**config.mk**
```make
export PLATFORM = sky130hd
export DESIGN_NAME = spirxdata_flat
export DESIGN_NICKNAME = d
export VERILOG_FILES = /design/src/rtl/sdspi_pkg.sv /design/src/rtl/spirxdata_if.sv /design/src/rtl/spicrc8.sv /design/src/rtl/spirxdata.sv /design/src/flat_wrapper.sv
export SDC_FILE = /design/constraint.sdc
export NUM_CORES = 1
export LEC_CHECK = 0
export BUFFER_PORTS_ARGS = -buffer_cell sky130_fd_sc_hd__buf_2
export CAP_MARGIN = 20
export CORE_ASPECT_RATIO = 0.6
export CORE_UTILIZATION = 57
export DETAILED_ROUTE_END_ITERATION = 8
export PLACE_DENSITY = 0.89
export SYNTH_ARGS = -nofsm -noshare
export SYNTH_HDL_FRONTEND = slang
export SYNTH_SLANG_ARGS = --single-unit
```
**constraint.sdc**
```tcl
create_clock -name i_clk -period 3.6 [get_ports i_clk]
set_input_delay 0.36 -clock i_clk [delete_from_list [all_inputs] [get_ports i_clk]]
set_output_delay 0.36 -clock i_clk [all_outputs]
set_load 0.01 [all_outputs]
```
**src/rtl/sdspi_pkg.sv**
```systemverilog
// Shared definitions for the SD-card SPI controller data paths: protocol bytes,
// CRC polynomial, status codes and the receive FSM state type.
package sdspi_pkg;

    localparam logic [15:0] CRC_POLYNOMIAL = 16'h1021;
    localparam logic [7:0]  START_TOKEN    = 8'hfe;
    localparam logic [7:0]  IDLE_BYTE      = 8'hff;

    localparam logic [1:0] ERR_NONE    = 2'd0;
    localparam logic [1:0] ERR_TOKEN   = 2'd1;
    localparam logic [1:0] ERR_TIMEOUT = 2'd2;
    localparam logic [1:0] ERR_CRC     = 2'd3;

    typedef enum logic [2:0] {
        StIdle,
        StToken,
        StData,
        StCrc,
        StFinish
    } rx_state_e;

    // Block sizes below 16 or above 512 bytes are not supported by the card.
    function automatic logic [3:0] clip_lgblksz(input logic [3:0] lg);
        if (lg < 4'd4) begin
            return 4'd4;
        end else if (lg > 4'd9) begin
            return 4'd9;
        end
        return lg;
    endfunction

endpackage

```
**src/rtl/spirxdata_if.sv**
```systemverilog
// Command, memory-write and low-level SPI byte-engine signals of the block receiver.
// The master side is the command controller plus byte engine; the slave side is spirxdata.
interface spirxdata_if #(
    parameter int unsigned DW = 32,
    parameter int unsigned AW = 8
);
    logic          i_start;
    logic [3:0]    i_lgblksz;
    logic          i_fifo;
    logic          o_busy;
    logic          o_write;
    logic [AW-1:0] o_addr;
    logic [DW-1:0] o_data;
    logic          i_ll_busy;
    logic          o_ll_stb;
    logic [7:0]    o_ll_byte;
    logic          i_ll_stb;
    logic [7:0]    i_ll_byte;
    logic          o_done;
    logic [1:0]    o_errcode;

    modport master (
        output i_start, i_lgblksz, i_fifo, i_ll_busy, i_ll_stb, i_ll_byte,
        input  o_busy, o_write, o_addr, o_data, o_ll_stb, o_ll_byte, o_done, o_errcode
    );

    modport slave (
        input  i_start, i_lgblksz, i_fifo, i_ll_busy, i_ll_stb, i_ll_byte,
        output o_busy, o_write, o_addr, o_data, o_ll_stb, o_ll_byte, o_done, o_errcode
    );

endinterface

```
**src/rtl/spicrc8.sv**
```systemverilog
// Combinational CRC16-CCITT update, one byte per step, MSB first.
module spicrc8
    import sdspi_pkg::*;
(
    input  logic [15:0] crc_in,
    input  logic [7:0]  byte_in,
    output logic [15:0] crc_out
);

    logic [15:0] c;

    always_comb begin
        c = crc_in;
        for (int i = 7; i >= 0; i--) begin
            if (c[15] ^ byte_in[i]) begin
                c = {c[14:0], 1'b0} ^ CRC_POLYNOMIAL;
            end else begin
                c = {c[14:0], 1'b0};
            end
        end
        crc_out = c;
    end

endmodule

```
**src/rtl/spirxdata.sv**
```systemverilog
// SD-card block read data path: waits for the start token, packs data bytes MSB-first into
// memory words, checks the trailing CRC16 and reports status to the command controller.
module spirxdata
    import sdspi_pkg::*;
#(
    parameter int unsigned DW            = 32,
    parameter int unsigned AW            = 8,
    parameter int unsigned TOKEN_TIMEOUT = 4095
) (
    input  logic        i_clk,
    input  logic        i_reset,
    spirxdata_if.slave  bus
);

    localparam int unsigned BPW = DW / 8;
    localparam int unsigned WbW = (BPW > 1) ? $clog2(BPW) : 1;
    localparam int unsigned TW  = $clog2(TOKEN_TIMEOUT + 1);

    rx_state_e     state_q, state_d;
    logic [3:0]    lgblksz_q, lgblksz_d;
    logic [9:0]    bcnt_q, bcnt_d;
    logic [TW-1:0] tmo_q, tmo_d;
    logic [WbW-1:0] wb_q, wb_d;
    logic [15:0]   crc_q, crc_d, crc_next;
    logic          pend_q, pend_d;
    logic          ll_stb_q, ll_stb_d;
    logic          busy_q, busy_d;
    logic          write_q, write_d;
    logic          done_q, done_d;
    logic [1:0]    err_q, err_d;
    logic [AW-1:0] addr_q, addr_d;
    logic [DW-1:0] data_q, data_d;

    logic       accept, rx;
    logic [9:0] blk_bytes;
    logic       last_data, last_crc, err_token, tmo_hit, wb_last;

    assign accept    = ll_stb_q && !bus.i_ll_busy;
    // Only a byte matching an outstanding request is consumed.
    assign rx        = pend_q && bus.i_ll_stb;
    assign blk_bytes = 10'd1 << lgblksz_q;
    assign last_data = (bcnt_q == blk_bytes - 10'd1);
    assign last_crc  = (bcnt_q == blk_bytes + 10'd1);
    assign err_token = (bus.i_ll_byte[7:4] == 4'h0) && (bus.i_ll_byte != 8'h00);
    assign tmo_hit   = (tmo_q == TW'(TOKEN_TIMEOUT - 1));
    assign wb_last   = (wb_q == WbW'(BPW - 1));

    spicrc8 u_crc (
        .crc_in  (crc_q),
        .byte_in (bus.i_ll_byte),
        .crc_out (crc_next)
    );

    always_ff @(posedge i_clk or posedge i_reset) begin
        if (i_reset) begin
            state_q <= StIdle;
        end else begin
            state_q <= state_d;
        end
    end

    always_comb begin
        state_d = state_q;
        unique case (state_q)
            StIdle: begin
                if (bus.i_start) state_d = StToken;
            end
            StToken: begin
                if (rx) begin
                    if (bus.i_ll_byte == START_TOKEN) begin
                        state_d = StData;
                    end else if (err_token || tmo_hit) begin
                        state_d = StFinish;
                    end
                end
            end
            StData: begin
                if (rx && last_data) state_d = StCrc;
            end
            StCrc: begin
                if (rx && last_crc) state_d = StFinish;
            end
            StFinish: state_d = StIdle;
            default:  state_d = StIdle;
        endcase
    end

    always_comb begin
        lgblksz_d = lgblksz_q;
        bcnt_d    = bcnt_q;
        tmo_d     = tmo_q;
        wb_d      = wb_q;
        crc_d     = crc_q;
        busy_d    = busy_q;
        err_d     = err_q;
        addr_d    = addr_q;
        data_d    = data_q;
        write_d   = 1'b0;
        done_d    = 1'b0;

        if (accept) begin
            pend_d = 1'b1;
        end else if (rx) begin
            pend_d = 1'b0;
        end else begin
            pend_d = pend_q;
        end

        // The FIFO-select bit is fixed for the whole block.
        if (write_q) addr_d[AW-2:0] = addr_q[AW-2:0] + (AW-1)'(1);

        unique case (state_q)
            StIdle: begin
                if (bus.i_start) begin
                    lgblksz_d = clip_lgblksz(bus.i_lgblksz);
                    addr_d    = {bus.i_fifo, {(AW-1){1'b0}}};
                    bcnt_d    = '0;
                    tmo_d     = '0;
                    wb_d      = '0;
                    crc_d     = '0;
                    busy_d    = 1'b1;
                end
            end
            StToken: begin
                if (rx && bus.i_ll_byte != START_TOKEN) begin
                    if (err_token) begin
                        err_d = ERR_TOKEN;
                    end else begin
                        tmo_d = tmo_q + TW'(1);
                        if (tmo_hit) err_d = ERR_TIMEOUT;
                    end
                end
            end
            StData: begin
                if (rx) begin
                    data_d  = (data_q << 8) | DW'(bus.i_ll_byte);
                    crc_d   = crc_next;
                    bcnt_d  = bcnt_q + 10'd1;
                    wb_d    = wb_last ? '0 : wb_q + WbW'(1);
                    write_d = wb_last;
                end
            end
            StCrc: begin
                if (rx) begin
                    crc_d  = crc_next;
                    bcnt_d = bcnt_q + 10'd1;
                    if (last_crc) err_d = (crc_next == 16'h0000) ? ERR_NONE : ERR_CRC;
                end
            end
            StFinish: begin
                done_d = 1'b1;
                busy_d = 1'b0;
            end
            default: ;
        endcase

        ll_stb_d = (state_d inside {StToken, StData, StCrc}) && !pend_d && !accept;
    end

    always_ff @(posedge i_clk or posedge i_reset) begin
        if (i_reset) begin
            lgblksz_q <= 4'd4;
            bcnt_q    <= '0;
            tmo_q     <= '0;
            wb_q      <= '0;
            crc_q     <= '0;
            pend_q    <= 1'b0;
            ll_stb_q  <= 1'b0;
            busy_q    <= 1'b0;
            write_q   <= 1'b0;
            done_q    <= 1'b0;
            err_q     <= ERR_NONE;
            addr_q    <= '0;
            data_q    <= '0;
        end else begin
            lgblksz_q <= lgblksz_d;
            bcnt_q    <= bcnt_d;
            tmo_q     <= tmo_d;
            wb_q      <= wb_d;
            crc_q     <= crc_d;
            pend_q    <= pend_d;
            ll_stb_q  <= ll_stb_d;
            busy_q    <= busy_d;
            write_q   <= write_d;
            done_q    <= done_d;
            err_q     <= err_d;
            addr_q    <= addr_d;
            data_q    <= data_d;
        end
    end

    assign bus.o_busy    = busy_q;
    assign bus.o_write   = write_q;
    assign bus.o_addr    = addr_q;
    assign bus.o_data    = data_q;
    assign bus.o_ll_stb  = ll_stb_q;
    assign bus.o_ll_byte = IDLE_BYTE;
    assign bus.o_done    = done_q;
    assign bus.o_errcode = err_q;

endmodule

```
**src/flat_wrapper.sv**
```systemverilog
// flat-port wrapper written by rule: the top's interface ports become plain ports
module spirxdata_flat import sdspi_pkg::*;
#(
    parameter int unsigned DW            = 32,
    parameter int unsigned AW            = 8,
    parameter int unsigned TOKEN_TIMEOUT = 4095
)
  (i_clk, i_reset, bus_i_start, bus_i_lgblksz, bus_i_fifo, bus_i_ll_busy, bus_i_ll_stb, bus_i_ll_byte, bus_o_busy, bus_o_write, bus_o_addr, bus_o_data, bus_o_ll_stb, bus_o_ll_byte, bus_o_done, bus_o_errcode);
  spirxdata_if #(.DW(DW), .AW(AW)) bus_i ();
  input  logic i_clk;
  input  logic i_reset;
  input wire logic [$bits(bus_i.i_start)-1:0] bus_i_start;
  input wire logic [$bits(bus_i.i_lgblksz)-1:0] bus_i_lgblksz;
  input wire logic [$bits(bus_i.i_fifo)-1:0] bus_i_fifo;
  input wire logic [$bits(bus_i.i_ll_busy)-1:0] bus_i_ll_busy;
  input wire logic [$bits(bus_i.i_ll_stb)-1:0] bus_i_ll_stb;
  input wire logic [$bits(bus_i.i_ll_byte)-1:0] bus_i_ll_byte;
  output wire logic [$bits(bus_i.o_busy)-1:0] bus_o_busy;
  output wire logic [$bits(bus_i.o_write)-1:0] bus_o_write;
  output wire logic [$bits(bus_i.o_addr)-1:0] bus_o_addr;
  output wire logic [$bits(bus_i.o_data)-1:0] bus_o_data;
  output wire logic [$bits(bus_i.o_ll_stb)-1:0] bus_o_ll_stb;
  output wire logic [$bits(bus_i.o_ll_byte)-1:0] bus_o_ll_byte;
  output wire logic [$bits(bus_i.o_done)-1:0] bus_o_done;
  output wire logic [$bits(bus_i.o_errcode)-1:0] bus_o_errcode;
  assign bus_i.i_start = bus_i_start;
  assign bus_i.i_lgblksz = bus_i_lgblksz;
  assign bus_i.i_fifo = bus_i_fifo;
  assign bus_i.i_ll_busy = bus_i_ll_busy;
  assign bus_i.i_ll_stb = bus_i_ll_stb;
  assign bus_i.i_ll_byte = bus_i_ll_byte;
  assign bus_o_busy = bus_i.o_busy;
  assign bus_o_write = bus_i.o_write;
  assign bus_o_addr = bus_i.o_addr;
  assign bus_o_data = bus_i.o_data;
  assign bus_o_ll_stb = bus_i.o_ll_stb;
  assign bus_o_ll_byte = bus_i.o_ll_byte;
  assign bus_o_done = bus_i.o_done;
  assign bus_o_errcode = bus_i.o_errcode;
  spirxdata #(.DW(DW), .AW(AW), .TOKEN_TIMEOUT(TOKEN_TIMEOUT)) u_core (.i_clk(i_clk), .i_reset(i_reset), .bus(bus_i));
endmodule
```
==> results of run 1 <==
-- layer usage --
| metal | vias up | wire (um) |
|---|---|---|
| met2 | 151 | 5080 |
| met1 | 1823 | 5140 |
| met3 | 16 | 697 |
| met4 | 0 | 146 |
| li1 | 1714 | - |
| met5 | - | 0 |
-- cells by family after synthesis --
family / after synthesis / share of synthesized area
other: 1 / 0.000773
adders and majority gates: 7 / 0.0180
xor gates and xnor gates: 51 / 0.102
DFF: 94 / 0.485
buffers and inverters: 44 / 0.0410
muxes: 38 / 0.0897
AOI/OAI and AO/OA: 73 / 0.0946
and+or+nand+nor: 156 / 0.169
-- cell usage in the layout, fill, tap and decap left out, drive strengths merged, types with 7 or more instances in the layout --
master / n
a21oi: 14
and3: 8
buf: 68
clkbuf: 9
conb: 8
dfrtp: 93
ha: 7
inv: 15
mux2: 35
nand2: 46
nand4: 15
nor2: 30
nor2b: 9
nor3: 7
o21ai: 31
xnor2: 28
xor2: 22
-- cell type report --
type,instances,area [sq um],share of cell area
clock buffer,9,225,0.0406
clock inverter,7,87.6,0.0158
inverter,12,46.3,0.00834
multi-input combinational,333,2340,0.421
sequential,94,2350,0.424
tap,108,135,0.0244
timing repair buffer,68,365,0.0658
-- stage by stage --
step           utilization  setup WS (ps)  instance area, sq um
4_1_cts              0.688            646                  5550
6_report             0.688            607                  5550
2_1_floorplan            -            793                  4880
3_3_place_gp         0.649            853                  5240
5_1_grt              0.688            497                  5550
3_5_place_dp         0.649            640                  5240
-- state kept, by name (all words and copies together), names as in the netlist, 2 cells and up --
name and count:
u_core.bcnt_q 10, u_core.bus.o_addr 8, u_core.bus.o_data 32, u_core.bus.o_errcode 2, u_core.crc_q 16, u_core.lgblksz_q 4
u_core.state_q 3, u_core.tmo_q 12, u_core.wb_q 2
-- power groups by stage --
stage | Combinational, mW | Clock (mW) | Sequential, mW
5_1_grt | 0.819 | 1.06 | 1.36
3_5_place_dp | 0.736 | 0 | 1.35
2_1_floorplan | 0.616 | 0 | 1.26
3_3_place_gp | 0.699 | 0 | 1.34
4_1_cts | 0.746 | 1.01 | 1.33
6_report | 0.752 | 0.998 | 1.34
-- tightest hold or removal path, stage by stage --
cell and delay, ps:
buf_2 100, clkinv_2 50, buf_12 370
-- how the worst min path moves through the flow --
stage	end	cells past startpoint	slack, ps	start
6_report	u_core.tmo_q[2]	3	100	i_reset
3_5_place_dp	u_core.bus.o_addr[7]	2	460	u_core.bus.o_addr[7]
4_1_cts	u_core.bus.o_data[19]	3	140	i_reset
2_1_floorplan	u_core.crc_q[4]	2	450	u_core.crc_q[4]
3_3_place_gp	u_core.bus.o_addr[7]	2	460	u_core.bus.o_addr[7]
5_1_grt	u_core.tmo_q[2]	3	150	i_reset
==> metrics.md, run 1 <==
| Metric | Value |
|---|---|
| Status | `finished clean` |
| TritonCTS clock tree | `done` |
| Critical-path cell list | `nor2_1 > nand2_1 > ha_1 > xnor2_1 > o2111ai_1 > or4_4 > o22ai_2 > mux2_4` |
| Placed instance count | `615` |
| Fin. Hold Viols | `0` |
| Gr usage total | `0.263` |
| Final WL | `11.1 mm` |
| Syn avg cell area | `10.5 sq um` |
| Total I/O pin count | `72` |
| Synth top area cells | `dfrtp_1 48%, mux2_2 7.7%, xnor2_1 4.7%` |
| Global-route wire length before repair | `17.5 mm` |
| Final global-route overflow total | `0` |
| Buffers on Ports | `63` |
| Relative slew slack | `0.454` |
| Vias in the first global route | `3,504` |
| Vias | `3,704` |
| # Post-CTS Setup Buffers | `0` |
| CP startpoint | `u_core.lgblksz_q[1]` |
| Most Crowded Layer GR | `met2` |
| H-tree depth | `3` |
| Setup TNS | `0 ps` |
| CTS resizes | `0` |
| Comb pwr share | `0.243` |
| Worst reg2reg setup slack | `610 ps` |
| Initial Util | `0.601` |
| Sw Share | `0.341` |
| CP Max Fanout | `15` |
| Ys flop type | `dfrtp_1` |
| Share of the yosys chip area belonging to registers | `0.485` |
| Worst reg2reg path startpoint | `u_core.lgblksz_q[1]` |
| Crit. End Element | `flip-flop` |
| Met2 Use GR | `0.397` |
| Synth top cells by count | `93 x dfrtp_1, 46 x nand2_1, 33 x mux2_2` |
| ANT nets after route | `0` |
| Area Overhead vs Synth | `14.3%` |
| Cts hold-fix bufs | `0` |
| Worst skew pair latency | `350 ps` |
| Area leader, netlist | `dfrtp_1` |
| Power Internal | `2.04 mW` |
| Hold WS | `100 ps` |
| Stages on the worst setup path | `8` |
| Top cell type's share of synthesized area | `0.480` |
| Critical Path RT | `3840 ps` |
| Die W | `121 um` |
| Die footprint | `8900 sq um` |
| Initial antenna violation count | `0` |
| Clock tree buffer depth | `2` |
| Crit path to | `u_core.bus.o_errcode[1]` |
| Clk_skew | `8.60 ps` |
| Max Slew Vio Count | `0` |
| Arrival time at the worst endpoint | `3240 ps` |
| Slew of the pin with the lowest slew margin | `808 ps` |
| Clock group share of total power | `0.322` |
| Initial drt markers | `415` |
| Fraction of the cycle the final worst path needs | `0.831` |
| Syn Inst Count | `464` |
| Slowest cell on crit path | `or4_4` |
| Routability cong. | `0.906` |
| Synth unique cells | `60` |
| CTS Root Cell | `clkbuf_16` |
| Async set or reset register ratio after synthesis | `1.00` |
| Overall power | `3.09 mW` |
| Largest net degree at the start of global routing | `95` |
| CP Buf/Inv Count | `0` |
| MaxCap Viol Count | `0` |
| R2R cell count | `8` |
| TritonRoute pass-1 iters | `5` |
| Total CTS buffers | `9` |
| Die H | `73.5 um` |
| Non-Filler Instances | `631` |
| FP Rows | `25` |
| Share of cells above drive strength 1 | `0.252` |
| Routed length per instance | `17.5 um` |
| Fill count | `570` |
| Final setup violation count | `0` |
| Syn. warnings | `0` |
| HPWL after DPL | `7.65 mm` |
| Clk slew on worst S/H paths | `70 ps` |
| Final #Nets | `543` |
| Hold Path Class | `in -> async` |
| Core area | `8070 sq um` |
| Critical Path Max Stage Delay | `570 ps` |
| Pleak | `2.68 nW` |
| CP top delay family | `simple AND/OR/NAND/NOR gates` |
| Share of power burned in registers | `0.434` |
| Vias/cell | `5.87` |
| Crit Reg-Reg Endpoint | `u_core.bus.o_errcode[1]` |
| Syn Std Cell Area | `4850 sq um` |
| Crit path launch type | `flip-flop` |
| Crit path time final | `2990 ps` |
| EDFF count, synth | `0` |
| Seq cells post-synth | `94` |
| Most numerous cell in the Yosys netlist | `dfrtp_1` |
| Worst vdd ir | `312 uV` |
| Sinks on Clock Net | `94` |
| Psw | `1.05 mW` |
| Crit Path Class | `reg -> reg` |
| # diodes | `0` |
| Fmax achieved | `334 MHz` |
| PwrDens | `558 nW/um^2` |
| Met3 usage | `0.0753` |
| Met1 Use GR | `0.366` |
| DRC Markers | `0` |
| RSZ-0062 raised after global routing | `no` |
Note: power is estimated with default switching activity, not from simulation.
==> run 2: changes to the inputs <==
--- a/config.mk
+++ b/config.mk
@@ -5,12 +5,13 @@
 export SDC_FILE = /design/constraint.sdc
 export NUM_CORES = 1
 export LEC_CHECK = 0
+export ABC_AREA = 1
 export BUFFER_PORTS_ARGS = -buffer_cell sky130_fd_sc_hd__buf_2
 export CAP_MARGIN = 20
 export CORE_ASPECT_RATIO = 0.6
-export CORE_UTILIZATION = 57
+export CORE_UTILIZATION = 52
 export DETAILED_ROUTE_END_ITERATION = 8
-export PLACE_DENSITY = 0.89
+export PLACE_DENSITY = 0.85
 export SYNTH_ARGS = -nofsm -noshare
 export SYNTH_HDL_FRONTEND = slang
 export SYNTH_SLANG_ARGS = --single-unit
==> constraint.sdc (replaced) <==
create_clock -name i_clk -period 2.6 [get_ports i_clk]
set_input_delay 0.26 -clock i_clk [delete_from_list [all_inputs] [get_ports i_clk]]
set_output_delay 0.26 -clock i_clk [all_outputs]
set_load 0.01 [all_outputs]
==> run 2 against run 1 <==
- first-iteration DRC count increased by 4.8%
- via count increased by 21%
- register-to-register slack got worse by 150 ps
- cell count increased by 36%
- non-clock buffer count unchanged
- cell area increased by 5.6%
- fmax increased by 40%
- worst hold slack improved by 10 ps
- sequential power increased by 81%
- sequential cell count unchanged
- clock skew decreased by 1.0 ps
- largest power group is now combinational cells
- highest routed layer unchanged
==> metrics.md, run 2 <==
| Metric | Value |
|---|---|
| Status | `finished clean` |
| Post-Route M1 WL | `5.90 mm (+15%)` |
| Hold Path Class | `in -> reg` |
| Sinks on Clock Net | `94 (unchanged)` |
| Clock group share of total power | `0.209 (-0.113)` |
| Sw Share | `0.440 (+0.0996)` |
| # Post-CTS Setup Buffers | `0 (unchanged)` |
| Initial antenna violation count | `0 (unchanged)` |
| Commonest non-fill, non-tap cell in the layout | `nand2_1` |
| CP startpoint | `u_core.lgblksz_q[0]` |
| Power Internal | `3.54 mW (+74%)` |
| Synth top area cells | `dfrtp_1 46%, nand2_1 15%, inv_1 5.6%` |
| Routability cong. | `0.890 (-1.8%)` |
| Crit. End Element | `flip-flop` |
| Arrival time at the worst endpoint | `2390 ps (-850 ps)` |
| Area leader, netlist | `dfrtp_1` |
| Crit Path Class | `reg -> reg` |
| # diodes | `0 (unchanged)` |
| Share of the yosys chip area belonging to registers | `0.461 (-0.0239)` |
| Largest net degree at the start of global routing | `44 (-54%)` |
| TritonCTS clock tree | `done` |
| EDFF count, synth | `0 (unchanged)` |
| Gr usage total | `0.248 (-0.0155)` |
| Initial drt markers | `435 (+4.8%)` |
| Clk_skew | `7.58 ps (-1.02 ps)` |
| Hold path startpoint | `bus_i_ll_busy` |
| Top cell type's share of synthesized area | `0.456 (-0.0236)` |
| Syn Inst Count | `654 (+41%)` |
| Worst skew pair latency | `350 ps (about the same)` |
| Relative slew slack | `0.604 (+0.150)` |
| Syn. warnings | `0 (unchanged)` |
| Synth unique cells | `37 (-38%)` |
| Setup TNS | `0 ps (unchanged)` |
| Seq cells post-synth | `94 (unchanged)` |
| Ys flop type | `dfrtp_1` |
| Synth top cells by count | `200 x nand2_1, 93 x dfrtp_1, 76 x inv_1` |
| Overall power | `6.32 mW (+100%)` |
| CTS resizes | `0 (unchanged)` |
| Total I/O pin count | `72 (unchanged)` |
| FP Rows | `27 (+8.0%)` |
| Clock tree buffer depth | `2 (unchanged)` |
| Fin. Hold Viols | `0 (unchanged)` |
| Critical Path RT | `2850 ps (-990 ps)` |
| TritonRoute pass-1 iters | `6 (+1)` |
| Area Overhead vs Synth | `14.8%` |
| Vias | `4,497 (+21%)` |
| Share of power burned in registers | `0.383 (-0.051)` |
| DRC Markers | `0 (unchanged)` |
| Fraction of the cycle the final worst path needs | `0.824 (-0.00781)` |
| ANT nets after route | `0 (unchanged)` |
| Max Slew Vio Count | `0 (unchanged)` |
| Buffers on Ports | `63 (unchanged)` |
| WL met3 | `782 um (+12%)` |
| Global-route wire length before repair | `19.4 mm (+11%)` |
| Vias in the first global route | `4,086 (+17%)` |
| Final WL | `11.8 mm (+6.6%)` |
| Initial Util | `0.546 (-0.0559)` |
| Worst vdd ir | `661 uV (+110%)` |
| Psw | `2.78 mW (+160%)` |
| Crit path time final | `2140 ps (-852 ps)` |
| Routed length per instance | `13.8 um (-21%)` |
| Syn Std Cell Area | `5100 sq um (+5.2%)` |
| Worst reg2reg path startpoint | `u_core.lgblksz_q[0]` |
| Vias/cell | `5.25 (-11%)` |
| Most frequent cells in the layout | `200 x nand2_1, 93 x dfrtp_1, 75 x inv_1` |
| Final setup violation count | `0 (unchanged)` |
| Slew of the pin with the lowest slew margin | `593 ps (-215 ps)` |
| Comb pwr share | `0.408 (+0.165)` |
| Hold WS | `110 ps (+10.2 ps)` |
| Crit path launch type | `flip-flop` |
| Async set or reset register ratio after synthesis | `1.00 (unchanged)` |
| Fmax achieved | `467 MHz (+40%)` |
| PwrDens | `1080 nW/um^2 (+94%)` |
| H-tree depth | `3 (unchanged)` |
| Routed wl met2 | `5.03 mm (-1.1%)` |
| Final #Nets | `746 (+37%)` |
| Die W | `130 um (+7.3%)` |
| Core area | `9360 sq um (+16%)` |
| Die footprint | `10,200 sq um (+15%)` |
| Max FFs per register | `32 (unchanged)` |
| Die H | `78.8 um (+7.2%)` |
| RSZ-0062 raised after global routing | `no` |
| MaxCap Viol Count | `0 (unchanged)` |
| Clk slew on worst S/H paths | `70 ps (about the same)` |
| Pleak | `3.02 nW (+13%)` |
| Syn avg cell area | `7.81 sq um (-25%)` |
| Final core utilization | `0.626 (-0.0614)` |
| HPWL after DPL | `8.99 mm (+18%)` |
| Most numerous cell in the Yosys netlist | `nand2_1` |
| CP Max Fanout | `5 (-10)` |
| Final global-route overflow total | `0 (unchanged)` |
| CTS Root Cell | `clkbuf_16` |
| Top sig layer | `met4` |
| Total CTS buffers | `9 (unchanged)` |
| Share of cells above drive strength 1 | `0.164 (-0.0885)` |
## run 2: cell count changes in the layout (fill, tap and decap cells not counted), sizes merged, moves of 19 or more
cell	previous run	this run
o21ai	31	51
xnor2	28	9
nand3	4	49
nor2	30	58
mux2	35	0
nand2	46	205
inv	15	85
## run 2: cell families after synthesis
group                      share of synthesized area
and+or+nand+nor                                0.296
buffers and inverters                         0.0833
DFF                                            0.461
AOI/OAI and AO/OA                             0.0951
xor gates and xnor gates                      0.0463
adders and majority gates                     0.0172
other                                       0.000735
## run 2: critical path: stages, from the launching register on
cell,delay (ps)
dfrtp_1,450
inv_1,120
nor2_2,210
nand2_1,110
ha_1,300
inv_1,40
nand2_1,50
nand2_1,70
nor2_1,80
nand3_1,80
nor3_2,160
nand2_1,80
nand2_1,100
nand4_1,90
nand2_1,70
inv_1,40
## run 2: worst paths after layout
check / end / slack (ps) / cells past startpoint
worst max-delay path: u_core.bus.o_ll_stb / 460 / 15
worst min-delay path: u_core.pend_q / 110 / 2
worst max register to register: u_core.bus.o_ll_stb / 460 / 15
worst min register to register: u_core.bus.o_data[26] / 490 / 2
max in group asynchronous: u_core.bus.o_addr[5] / 1300 / 4
min in group asynchronous: u_core.crc_q[8] / 480 / 3
## run 2: power groups by stage
stage / combinational (mW) / clock (mW) / sequential, mW
after floorplan: 1.73 / 0 / 2.46
after global placement: 2.46 / 0 / 2.40
after detailed placement: 2.56 / 0 / 2.43
after CTS: 2.57 / 1.35 / 2.41
after global routing: 2.91 / 1.40 / 2.48
final: 2.58 / 1.32 / 2.42
## run 2: through the flow
| stage | setup slack [ps] | area (sq um) | instances |
|---|---|---|---|
| floorplan | 710 | 5130 | 661 |
| global placement | 574 | 5540 | 839 |
| detailed placement | 479 | 5540 | 839 |
| CTS | 460 | 5860 | 856 |
| global route | 178 | 5860 | 856 |
| finish | 459 | 5860 | 856 |
## run 2: layout make-up
class / count / area (sq um)
fill: 798 / 3500
sequential: 94 / 2350
multi-input combinational: 465 / 2350
timing repair buffer: 68 / 368
inverter: 83 / 318
clock buffer: 9 / 225
tap: 130 / 163
clock inverter: 7 / 80.1
## run 2: layer usage
layer,vias to the layer above,GRT usage
met5,-,0
met4,0,0.0593
met3,13,0.0546
met2,151,0.372
met1,2106,0.364
li1,2227,-
## run 2: repair_timing
item / CTS / global route
endpoints found under the setup margin: 0 / 0
hold buffers: 1 / 0
hold endpoints to repair: 19 / 0
